[config.mk]
export PLATFORM = sky130hd
export DESIGN_NAME = wb_ps2
export DESIGN_NICKNAME = d
export VERILOG_FILES = /design/src/rtl/wb_ps2.sv
export SDC_FILE = /design/constraint.sdc
export NUM_CORES = 1
export LEC_CHECK = 0
export CAP_MARGIN = 10
export CORE_MARGIN = 4
export CORE_UTILIZATION = 58
export CTS_CLUSTER_DIAMETER = 80
export DETAILED_ROUTE_END_ITERATION = 8
export MAX_ROUTING_LAYER = met4
export PLACE_DENSITY = 0.88
export RECOVER_POWER = 100
export SYNTH_ARGS = -nofsm -noshare
export SYNTH_HDL_FRONTEND = slang
export SYNTH_SLANG_ARGS = --single-unit
[constraint.sdc]
create_clock -name clk_i -period 5.83 [get_ports clk_i]
set_clock_uncertainty 0.2 [all_clocks]
set_input_delay 1.166 -clock clk_i [delete_from_list [all_inputs] [get_ports clk_i]]
set_output_delay 1.166 -clock clk_i [all_outputs]
set_load 0.05 [all_outputs]
[src/rtl/wb_ps2.sv]
// wb_ps2: PS/2 device-to-host receiver with RX FIFO and interrupt on a Wishbone slave port.
// Two registers: DATA (adr 0) pops the FIFO head, CTRL (adr 1) holds enables, sticky flags and fill count.
module wb_ps2 #(
   parameter int FILTER     = 8,
   parameter int TIMEOUT    = 50000,
   parameter int FIFO_DEPTH = 8
) (
   input  logic        clk_i,
   input  logic        rstn_i,
   input  logic        cyc_i,
   input  logic        stb_i,
   input  logic        we_i,
   input  logic        adr_i,
   input  logic [3:0]  sel_i,
   input  logic [31:0] dat_i,
   output logic        ack_o,
   output logic [31:0] dat_o,
   output logic        irq,
   input  logic        ps2_clk,
   input  logic        ps2_dat
);
   localparam int FW = $clog2(FILTER + 1);
   localparam int TW = $clog2(TIMEOUT + 1);
   localparam int AW = $clog2(FIFO_DEPTH);
   localparam int CW = AW + 1;
   localparam logic [FW-1:0] FMAX = FW'(FILTER - 1);
   localparam logic [TW-1:0] TMAX = TW'(TIMEOUT - 1);

   typedef enum logic [1:0] {IDLE, SHIFT, PARITY, STOP} state_t;

   state_t          state, next;
   logic            clk_meta, clk_sync, dat_meta, dat_sync, clk_filt;
   logic [FW-1:0]   fcnt;
   logic            fall, timeout;
   logic [2:0]      bcnt;
   logic [7:0]      shreg;
   logic            par;
   logic [TW-1:0]   tcnt;
   logic            push, set_perr, set_ferr;
   logic [7:0]      mem [FIFO_DEPTH];
   logic [AW-1:0]   wptr, rptr;
   logic [CW-1:0]   count;
   logic [3:0]      cnt4;
   logic            full, empty, pop, wr_ok;
   logic            irq_en, rx_en, perr, ferr, ovf;
   logic            req, wr_ctrl;
   logic [31:0]     rdata;
   logic            unused_bits;

   // Filtered clock flips only once the synchronised pin has disagreed for FILTER samples.
   always_ff @(posedge clk_i)
      if (!rstn_i) begin
         clk_meta <= 1'b1;
         clk_sync <= 1'b1;
         dat_meta <= 1'b1;
         dat_sync <= 1'b1;
         clk_filt <= 1'b1;
         fcnt     <= '0;
      end else begin
         clk_meta <= ps2_clk;
         clk_sync <= clk_meta;
         dat_meta <= ps2_dat;
         dat_sync <= dat_meta;
         if (clk_sync == clk_filt)
            fcnt <= '0;
         else if (fcnt == FMAX) begin
            clk_filt <= clk_sync;
            fcnt     <= '0;
         end else
            fcnt <= fcnt + 1'b1;
      end

   assign fall    = clk_filt & ~clk_sync & (fcnt == FMAX);
   assign timeout = (state != IDLE) & ~fall & (tcnt == TMAX);

   always_ff @(posedge clk_i)
      if (!rstn_i) state <= IDLE;
      else         state <= next;

   always_comb begin
      next = state;
      if (!rx_en || timeout)
         next = IDLE;
      else if (fall)
         unique case (state)
            IDLE:   next = dat_sync ? IDLE : SHIFT;
            SHIFT:  next = (bcnt == 3'd7) ? PARITY : SHIFT;
            PARITY: next = STOP;
            STOP:   next = IDLE;
         endcase
   end

   always_comb begin
      push     = rx_en & fall & (state == STOP) & dat_sync & (^{shreg, par});
      set_perr = rx_en & fall & (state == STOP) & ~(^{shreg, par});
      set_ferr = rx_en & (timeout | (fall & (state == STOP) & ~dat_sync));
   end

   always_ff @(posedge clk_i)
      if (!rstn_i) begin
         bcnt  <= '0;
         shreg <= '0;
         par   <= 1'b0;
         tcnt  <= '0;
      end else begin
         tcnt <= (state == IDLE || fall) ? '0 : tcnt + 1'b1;
         if (fall && state == IDLE) bcnt <= '0;
         if (fall && state == SHIFT) begin
            shreg <= {dat_sync, shreg[7:1]};
            bcnt  <= bcnt + 1'b1;
         end
         if (fall && state == PARITY) par <= dat_sync;
      end

   // A pop in the same cycle frees the slot, so a push into a full FIFO still lands.
   assign full  = count == CW'(FIFO_DEPTH);
   assign empty = count == '0;
   assign req   = cyc_i & stb_i & ~ack_o;
   assign pop   = req & ~we_i & ~adr_i & ~empty;
   assign wr_ok = push & (~full | pop);

   always_ff @(posedge clk_i)
      if (wr_ok) mem[wptr] <= shreg;

   always_ff @(posedge clk_i)
      if (!rstn_i) begin
         wptr  <= '0;
         rptr  <= '0;
         count <= '0;
      end else begin
         if (wr_ok) wptr <= wptr + 1'b1;
         if (pop)   rptr <= rptr + 1'b1;
         count <= count + CW'(wr_ok) - CW'(pop);
      end

   assign cnt4    = 4'(count);
   assign wr_ctrl = req & we_i & adr_i & sel_i[0];
   assign rdata   = adr_i ? {20'b0, cnt4, 1'b0, ovf, ferr, perr, 2'b0, rx_en, irq_en}
                          : (empty ? 32'b0 : {23'b0, 1'b1, mem[rptr]});

   // Hardware set wins over a software clear landing in the same cycle.
   always_ff @(posedge clk_i)
      if (!rstn_i) begin
         ack_o  <= 1'b0;
         dat_o  <= '0;
         irq    <= 1'b0;
         irq_en <= 1'b0;
         rx_en  <= 1'b1;
         perr   <= 1'b0;
         ferr   <= 1'b0;
         ovf    <= 1'b0;
      end else begin
         ack_o <= req;
         dat_o <= (req & ~we_i) ? rdata : '0;
         if (wr_ctrl) {rx_en, irq_en} <= dat_i[1:0];
         perr <= set_perr | (perr & ~(wr_ctrl & dat_i[4]));
         ferr <= set_ferr | (ferr & ~(wr_ctrl & dat_i[5]));
         ovf  <= (push & full & ~pop) | (ovf & ~(wr_ctrl & dat_i[6]));
         irq  <= irq_en & (~empty | perr | ferr | ovf);
      end

   assign unused_bits = ^{sel_i[3:1], dat_i[31:7], dat_i[3:2]};
endmodule

==> impl_metrics.py, run 1 <==
metrics = {
    "logic_synthesis": {
        "yosysSeqAreaShare_pct": 60.5,
        "avgSynthCellArea_um2": 12.7,
        "synth_ff_type": "dfxtp_1",
        "synth_cells": 436,
        "synth_common_cells": "dfxtp_1 (71), edfxtp_1 (64), nor2_1 (53)",
        "ys_top_cells_by_area": "edfxtp_1 (35%), dfxtp_1 (26%), mux4_2 (6.5%)",
        "yosysWarnings": 0,
        "yosysTopAreaCellShare_pct": 34.8,
        "synth.cell_area_um2": 5520,
        "synthArstFlopShare_pct": 0,
        "yosysTopAreaCell": "edfxtp_1",
        "synth-seq-cells": 135,
        "synth_cell_types": 52,
        "synth_edf_count": 64,
        "synth_most_common_cell": "dfxtp_1",
    },
    "min_path": {
        "hold_class": "flip-flop to flip-flop",
    },
    "global_route": {
        "first_global_vias": 3478,
        "gr-total-overflow": 0,
        "grt_antenna_before_repair": 0,
        "grt_max_degree": 29,
        "grt_first_pass_wirelength_mm": 17.3,
        "grtUsageTotal_pct": 20.9,
    },
    "floorplan": {
        "initial_utilization_pct": 59.8,
        "rows": 35,
        "fp.coreArea_um2": 9240,
        "die_x_um": 106,
        "dieArea_um2": 11100,
        "io_pins": 78,
        "die_height_um": 106,
    },
    "clocking": {
        "htreeDepth": 4,
        "clock_latency_ps": 520,
        "clock-sinks": 135,
        "post-cts-setup-buffers": 0,
        "cts_buffers": 17,
        "root_buffer": "clkbuf_8",
        "clk_pin_slew_ps": 60,
        "cts_hold_buf": 0,
        "max-clock-path-buffers": 2,
        "ctsResizeCount": 0,
        "cts_tree": "built",
    },
    "timing": {
        "hold_violations": 0,
        "slew_violations": 10,
        "fin_tns_setup_ps": 0,
        "slew_headroom_pct": -7.60,
        "tightest_slew_ps": 1590,
        "max_freq_mhz": 227,
        "min_period_over_period_pct": 75.5,
        "grt_setup_unrepaired": "false",
        "fin_crit_ps": 4400,
        "setup_viol": 0,
    },
    "worst_setup_path": {
        "worstPathArrival_ps": 4330,
        "endpoint_kind": "flip-flop",
        "cp-start-kind": "primary input",
        "required_ps": 5760,
        "r2r_setup_slack_ps": 2080,
        "path_class": "primary input to flip-flop",
        "worst-path-max-fanout": 8,
    },
    "placed_design": {
        "dp_hpwl_mm": 6.93,
        "gp_congestion": 0.804,
        "port_buffers": 27,
    },
    "drt": {
        "drc_errors": 0,
        "viasPerCell": 5.61,
        "num_vias": 3442,
        "wire_per_inst_um": 17.4,
        "wl_mm": 10.7,
        "drtAntennaViolNets": 0,
        "drt_iter0_markers": 236,
        "first_pass_iters": 4,
    },
    "pwr": {
        "power_density_nw_per_um2": 329,
        "peakVddDrop_mv": 0.176,
        "power_w": 0.00211,
        "leakagePower_nw": 2.25,
    },
    "layout": {
        "drive_gt1_share_pct": 10.7,
        "final-seq-area_um2": 3340,
        "diodes": 0,
        "area_delta_synth_final_pct": 16.2,
        "multi_input_area_um2": 1980,
        "nFillCells": 595,
        "nets": 529,
    },
    "run_status": {
        "failed_checks": "capacitance limit, slew limit",
        "outcome": "finished with violations",
    },
    "run": {
        "max_cap_viol_count": 1,
    },
}
[per-stage QoR]
step	hold slack (ps)	utilization [%]	area [um2]	cells	setup slack (ps)
after floorplan	186	-	5590	455	2420
after global placement	189	63.3	5850	582	1730
after detailed placement	193	63.3	5850	582	1640
after CTS	209	69.7	6440	614	2080
after global routing	233	69.5	6420	614	1270
final	207	69.5	6420	614	1430
[sequential cells by signal, summed over array words and instances, names as in the netlist, 3 cells and up, named ones only]
signal and cells:
bcnt 3, cnt4 4, dat_o 12, fcnt 4, mem 64, rptr 3
shreg 8, tcnt 16, wptr 3
[cell usage in the layout (no fill, tap or decap), drive strengths merged, types with 3 or more instances in the layout]
cell and count:
and2 4, nor2 53, nand3b 3, nand2b 7, dlygate4sd3 16, edfxtp 64
o31ai 3, clkinv 5, a21oi 12, nor3 12, clkdlybuf4s50 11, mux4 16
xor2 13, conb 20, nand4 5, nand2 22, and3 4, mux2i 19
clkbuf 25, dfxtp 71, o21ai 13, xnor2 12, nand3 14, clkinvlp 3
inv 16, ha 12
[report_power, final]
| part | switching, W | internal (W) |
|---|---|---|
| logic | 0.0000633 | 0.0000264 |
| clock network | 0.000409 | 0.000616 |
| registers | 0.00000566 | 0.000990 |
| total | 0.000478 | 0.00163 |
[cell type report]
class / instances / share of cell area, %
tap: 129 / 2.52
clock inverter: 10 / 1.31
sequential: 135 / 52.1
inverter: 14 / 0.819
timing repair buffer: 31 / 4.50
clock buffer: 22 / 7.90
multi-input combinational: 273 / 30.9
[worst max-delay path, stage by stage]
cell and delay, ps:
dlygate4sd3_1 530, nand3b_1 160, o311ai_0 1050, nand3_1 390, nor3_1 1030
[kinds of logic after synthesis]
| logic type | Yosys count | share of synthesized area [%] |
|---|---|---|
| compound gates | 41 | 4.65 |
| xor+xnor | 26 | 4.87 |
| fa+ha+maj | 13 | 3.08 |
| buf+inv | 47 | 4.62 |
| flops | 135 | 60.5 |
| mux | 35 | 9.97 |
| other cells | 1 | 0.0679 |
| simple gates | 138 | 12.2 |
[final timing paths]
path         startpoint   endpoint  cells past startpoint
max               cyc_i  mem[1][0]                      5
min reg2reg    clk_meta   clk_sync                      1
max reg2reg     cnt4[2]  mem[1][0]                      5
min            clk_meta   clk_sync                      1
[routing by layer]
| metal | wire length [um] | GRT usage, % |
|---|---|---|
| met5 | 0 | - |
| met4 | 208 | 8.51 |
| met3 | 648 | 4.72 |
| met2 | 5730 | 37.1 |
| met1 | 4120 | 22.6 |
(Power assumes the default switching activity.)
==> run 2, diff against run 1 <==
Settings changed: CORE_UTILIZATION 58 to 54, PLACE_DENSITY 0.88 to 0.83.
Clock period 5.83 ns to 4.2 ns, I/O delays scaled along.
==> run 2 against run 1 <==
The run now ends clean. Sequential share of layout area decreased by 0.14 points. Final area rose by 0.27%. Die area increased by 6.8%. Flip-flop and latch count unchanged. Sequential power rose by 39%. Largest cell class unchanged. Core utilization down 4.2 points. Clock power rose by 39%.
==> impl_metrics.py, run 2 (synthesis results as in run 1) <==
metrics = {
    "pwr": {
        "leakagePower_nw": 2.26,
        "power_density_nw_per_um2": 457,
        "pwr-share-comb_pct": 4.2,
        "clockPowerShare_pct": 48.8,
        "p_sw_w": 0.000669,
        "peakVddDrop_mv": 0.297,
        "netSwitchingFraction_pct": 22.8,
        "pwr-share-seq_pct": 47.0,
        "power.internal_w": 0.00227,
    },
    "drt": {
        "drtAntennaViolNets": 0,
        "drt_iter0_markers": 184,
        "first_pass_iters": 6,
        "wire_per_inst_um": 17.0,
        "drc_errors": 0,
        "wl_mm": 10.6,
        "viasPerCell": 5.44,
        "num_vias": 3391,
    },
    "clocking": {
        "cts_hold_buf": 0,
        "max-clock-path-buffers": 2,
        "clk_pin_slew_ps": 60,
        "ctsResizeCount": 0,
        "htreeDepth": 4,
        "cts_tree": "built",
        "cts_buffers": 17,
        "clock-sinks": 135,
        "root_buffer": "clkbuf_8",
        "post-cts-setup-buffers": 0,
        "clock_latency_ps": 510,
    },
    "layout": {
        "largest_reg_flops": 64,
        "layout_commonest_cell": "dfxtp_1",
        "final_cells": 623,
        "drive_gt1_share_pct": 10.6,
        "nets": 534,
        "area_delta_synth_final_pct": 16.5,
        "nFillCells": 697,
        "reg_top3": "mem (64), tcnt (16), dat_o (12)",
        "diodes": 0,
        "final_cell_mix": "dfxtp_1 (71), edfxtp_1 (64), nor2_1 (53)",
        "fin_area_um2": 6430,
        "top_register": "mem",
    },
    "run_status": {
        "outcome": "finished, final reports clean",
    },
    "floorplan": {
        "die_x_um": 109,
        "die_height_um": 109,
        "rows": 36,
        "dieArea_um2": 11900,
        "initial_utilization_pct": 56.0,
        "fp.coreArea_um2": 9860,
        "io_pins": 78,
    },
    "worst_setup_path": {
        "reg2reg_from": "shreg[3]",
        "cp-endpoint": "cnt4[3]",
        "endpoint_kind": "flip-flop",
        "worst-path-max-fanout": 11,
        "required_ps": 4360,
        "r2r_setup_slack_ps": 680,
        "cp-start-kind": "flip-flop",
        "worstSetupStartpoint": "shreg[3]",
        "worstPathArrival_ps": 3680,
        "r2r-end": "cnt4[3]",
        "path_class": "flip-flop to flip-flop",
        "rr_worst_depth": 10,
    },
    "timing": {
        "fin_crit_ps": 3520,
        "tightest_slew_ps": 1110,
        "grt_setup_unrepaired": "false",
        "min_period_over_period_pct": 83.8,
        "max_freq_mhz": 284,
        "fin_tns_setup_ps": 0,
        "setup_viol": 0,
        "hold_violations": 0,
        "slew_headroom_pct": 25.8,
        "slew_violations": 0,
    },
    "global_route": {
        "grt_max_degree": 29,
        "grt_antenna_before_repair": 0,
        "grt_first_pass_wirelength_mm": 17.3,
        "first_global_vias": 3502,
        "gr-total-overflow": 0,
        "met1_usage_pct": 22.0,
        "grtUsageMet3_pct": 4.97,
        "gr-usage-met2_pct": 34.6,
        "busiest_layer": "met2",
        "grtUsageTotal_pct": 20.0,
    },
    "placed_design": {
        "dp_hpwl_mm": 6.74,
        "port_buffers": 27,
        "dp.cells": 591,
        "placed_area_um2": 5890,
        "gp_congestion": 0.825,
    },
    "min_path": {
        "hold_class": "flip-flop to flip-flop",
    },
    "run": {
        "max_cap_viol_count": 0,
    },
}
==> run 2: cell types whose count changed in the layout (fill, tap and decap cells not counted), sizes merged <==
cell,delta
inv,+6
dlygate4sd3,-1
clkdlybuf4s50,+1
bufinv,+2
clkinvlp,-3
==> run 2: worst min path at each step <==
stage,start,endpoint,slack [ps],depth (start not counted)
CTS,dat_meta,dat_sync,210,1
global route,dat_meta,dat_sync,230,1
finish,dat_meta,dat_sync,210,1
global placement,clk_meta,clk_sync,190,1
floorplan,clk_meta,clk_sync,190,1
detailed placement,dat_meta,dat_sync,200,1
==> run 2: power groups by stage <==
stage               Combinational [W]  Clock, W  Sequential [W]
global placement             0.000119         0         0.00141
finish                       0.000123   0.00143         0.00138
global route                 0.000134   0.00152         0.00138
floorplan                    0.000106         0         0.00141
CTS                          0.000124   0.00145         0.00138
detailed placement           0.000122         0         0.00141
==> run 2: through the flow <==
| stage | worst slack [ps] | hold WS, ps | utilization, % | power, W |
|---|---|---|---|---|
| finish | 682 | 210 | 65.2 | 0.00294 |
| CTS | 968 | 214 | 65.6 | 0.00296 |
| floorplan | 1120 | 186 | - | 0.00152 |
| detailed placement | 599 | 200 | 59.8 | 0.00153 |
| global placement | 668 | 191 | 59.8 | 0.00153 |
| global route | 514 | 234 | 65.2 | 0.00304 |
==> run 2: worst max-delay path, stage by stage (launching register included) <==
cell	delay, ps
dfxtp_1	590
xor2_1	210
xnor3_2	480
xnor2_1	640
nor2_1	120
or2_2	300
ha_1	270
a21o_1	180
a21oi_1	170
xnor2_1	140
nor2_1	60
==> run 2: final cells by class <==
type,instances,area [um2],share of cell area (%)
Inverter,14,52.6,0.817
Sequential cell,135,3340,52.0
Clock inverter,15,164,2.55
Tap cell,133,166,2.59
Clock buffer,17,414,6.44
Multi-Input combinational cell,273,1990,30.9
Timing Repair Buffer,36,308,4.78
==> run 2: per-layer routing <==
| metal | part of all wire [%] | vias up |
|---|---|---|
| met5 | 0 | - |
| met3 | 4.4 | 12 |
| met2 | 53 | 92 |
| met1 | 42 | 1672 |
| met4 | 1.4 | 0 |
| li1 | - | 1615 |
==> run 3, diff against run 2 <==
Clock period 4.2 ns to 3.5 ns, I/O delays scaled along.
==> run 3 against run 2 <==
Worst hold slack got worse by 1.2 ps. Via count rose by 1.8%. Highest routed layer unchanged. Largest cell class unchanged. Register-to-register slack got worse by 370 ps. Worst setup slack got worse by 370 ps. Core utilization rose by 1.1 points. Die area did not move. Wire length barely moved. First-iteration DRC count fell by 34%. Critical endpoint is now cnt4[2].
==> impl_metrics.py, run 3 (synthesis results as in run 1) <==
metrics = {
    "drt": {
        "num_vias": 3452,
        "drt_iter0_markers": 122,
        "wire_per_inst_um": 16.8,
        "viasPerCell": 5.45,
        "drtAntennaViolNets": 0,
        "wl_mm": 10.6,
        "drc_errors": 0,
        "first_pass_iters": 5,
    },
    "run_status": {
        "outcome": "finished, final reports clean",
    },
    "layout": {
        "top_register": "mem",
        "nets": 544,
        "final_cells": 633,
        "fin_area_um2": 6540,
        "final_cell_mix": "dfxtp_1 (71), edfxtp_1 (64), nor2_1 (53)",
        "drive_gt1_share_pct": 10.8,
        "diodes": 0,
        "reg_top3": "mem (64), tcnt (16), dat_o (12)",
        "area_delta_synth_final_pct": 18.4,
        "layout_commonest_cell": "dfxtp_1",
        "largest_reg_flops": 64,
    },
    "clocking": {
        "cts_buffers": 17,
        "cts_tree": "built",
        "post-cts-setup-buffers": 0,
        "htreeDepth": 4,
        "max-clock-path-buffers": 2,
        "clk_pin_slew_ps": 60,
        "root_buffer": "clkbuf_8",
        "clock_latency_ps": 520,
        "ctsResizeCount": 0,
        "clock-sinks": 135,
        "cts_hold_buf": 0,
    },
    "worst_setup_path": {
        "crit_chain": "xor2_1, xnor2_4, xor2_1, nand3_1, a21oi_1, ha_1, inv_1, fa_1, xor2_1, nor2_1",
        "cp_common_cell": "xor2_1",
        "path_class": "flip-flop to flip-flop",
        "r2r_setup_slack_ps": 310,
        "cp-start-kind": "flip-flop",
        "required_ps": 3680,
        "worst-path-max-fanout": 11,
        "endpoint_kind": "flip-flop",
        "cpPeakStageDelay_ps": 590,
        "worstSetupStartpoint": "shreg[2]",
        "slowest_stage": "dfxtp_1",
        "worstPathArrival_ps": 3370,
        "reg2reg_from": "shreg[2]",
    },
    "min_path": {
        "hold_class": "flip-flop to flip-flop",
        "hp-start": "clk_meta",
    },
    "floorplan": {
        "io_pins": 78,
        "fp.coreArea_um2": 9860,
        "initial_utilization_pct": 56.0,
        "die_x_um": 109,
        "die_height_um": 109,
        "dieArea_um2": 11900,
        "rows": 36,
    },
    "timing": {
        "tightest_slew_ps": 1380,
        "slew_headroom_pct": 6.56,
        "slew_violations": 0,
        "min_period_over_period_pct": 91.1,
        "max_freq_mhz": 314,
        "hold_violations": 0,
        "setup_viol": 0,
        "grt_setup_unrepaired": "false",
        "fin_tns_setup_ps": 0,
        "fin_crit_ps": 3190,
    },
    "placed_design": {
        "port_buffers": 27,
        "dp_hpwl_mm": 6.72,
        "gp_congestion": 0.817,
        "placed_area_um2": 5970,
        "dp.cells": 601,
    },
    "global_route": {
        "first_global_vias": 3444,
        "grtUsageTotal_pct": 20.4,
        "grt_antenna_before_repair": 0,
        "grt_first_pass_wirelength_mm": 17.5,
        "gr-total-overflow": 0,
        "grt_max_degree": 17,
    },
    "pwr": {
        "power_density_nw_per_um2": 564,
        "power_w": 0.00369,
        "leakagePower_nw": 2.31,
        "peakVddDrop_mv": 0.407,
    },
    "run": {
        "max_cap_viol_count": 0,
    },
}
-- run 3: cell count changes in the layout (fill, tap and decap cells not counted), sizes merged --
| cell | previous run | this run |
|---|---|---|
| bufinv | 2 | 5 |
| clkinvlp | 0 | 1 |
| buf | 1 | 4 |
| clkdlybuf4s50 | 12 | 11 |
| dlygate4sd3 | 15 | 16 |
| inv | 22 | 15 |
| clkinv | 5 | 6 |
| clkbuf | 25 | 34 |
-- run 3: layout make-up --
class	count	area, um2
clock inverter	13	201
fill	693	3320
multi-input combinational	273	1990
timing repair buffer	46	357
sequential	135	3340
tap	133	166
inverter	14	52.6
clock buffer	19	432
-- run 3: power breakdown --
part	leakage, nW	total, W	switching (W)	internal (W)
sequential	1.17	0.00166	0.00000885	0.00165
clock	0.307	0.00188	0.000637	0.00124
combinational	0.834	0.000150	0.000103	0.0000475
total	2.31	0.00369	0.000748	0.00294
-- run 3: stage by stage --
stage	worst slack [ps]	utilization [%]	hold WS [ps]
global route	105	66.3	235
detailed placement	163	60.5	198
global placement	272	60.5	189
floorplan	540	-	186
CTS	386	66.9	211
finish	312	66.3	209
-- run 3: critical path: cells and delay by family, from the launching register on --
family / cells / cell delay [ps]
buffers and inverters: 1 / 50
XOR/XNOR: 4 / 1050
adder cells (fa/ha/maj): 2 / 550
flip-flops: 1 / 590
AND/OR/NAND/NOR: 2 / 360
AO/OA/AOI/OAI: 1 / 250
-- run 3: path summary, 6_finish.rpt --
path	endpoint	cells after the start
setup reg to reg	cnt4[2]	10
setup / recovery	cnt4[2]	10
hold reg to reg	clk_sync	1
hold / removal	clk_sync	1
-- run 3: metal layers --
| layer | global-route usage [%] | vias up | wire (um) |
|---|---|---|---|
| met5 | - | - | 0 |
| met4 | 8.12 | 0 | 177 |
| met3 | 5.74 | 14 | 636 |
| met2 | 34.6 | 115 | 5660 |
| met1 | 22.8 | 1683 | 4150 |
| li1 | - | 1640 | - |
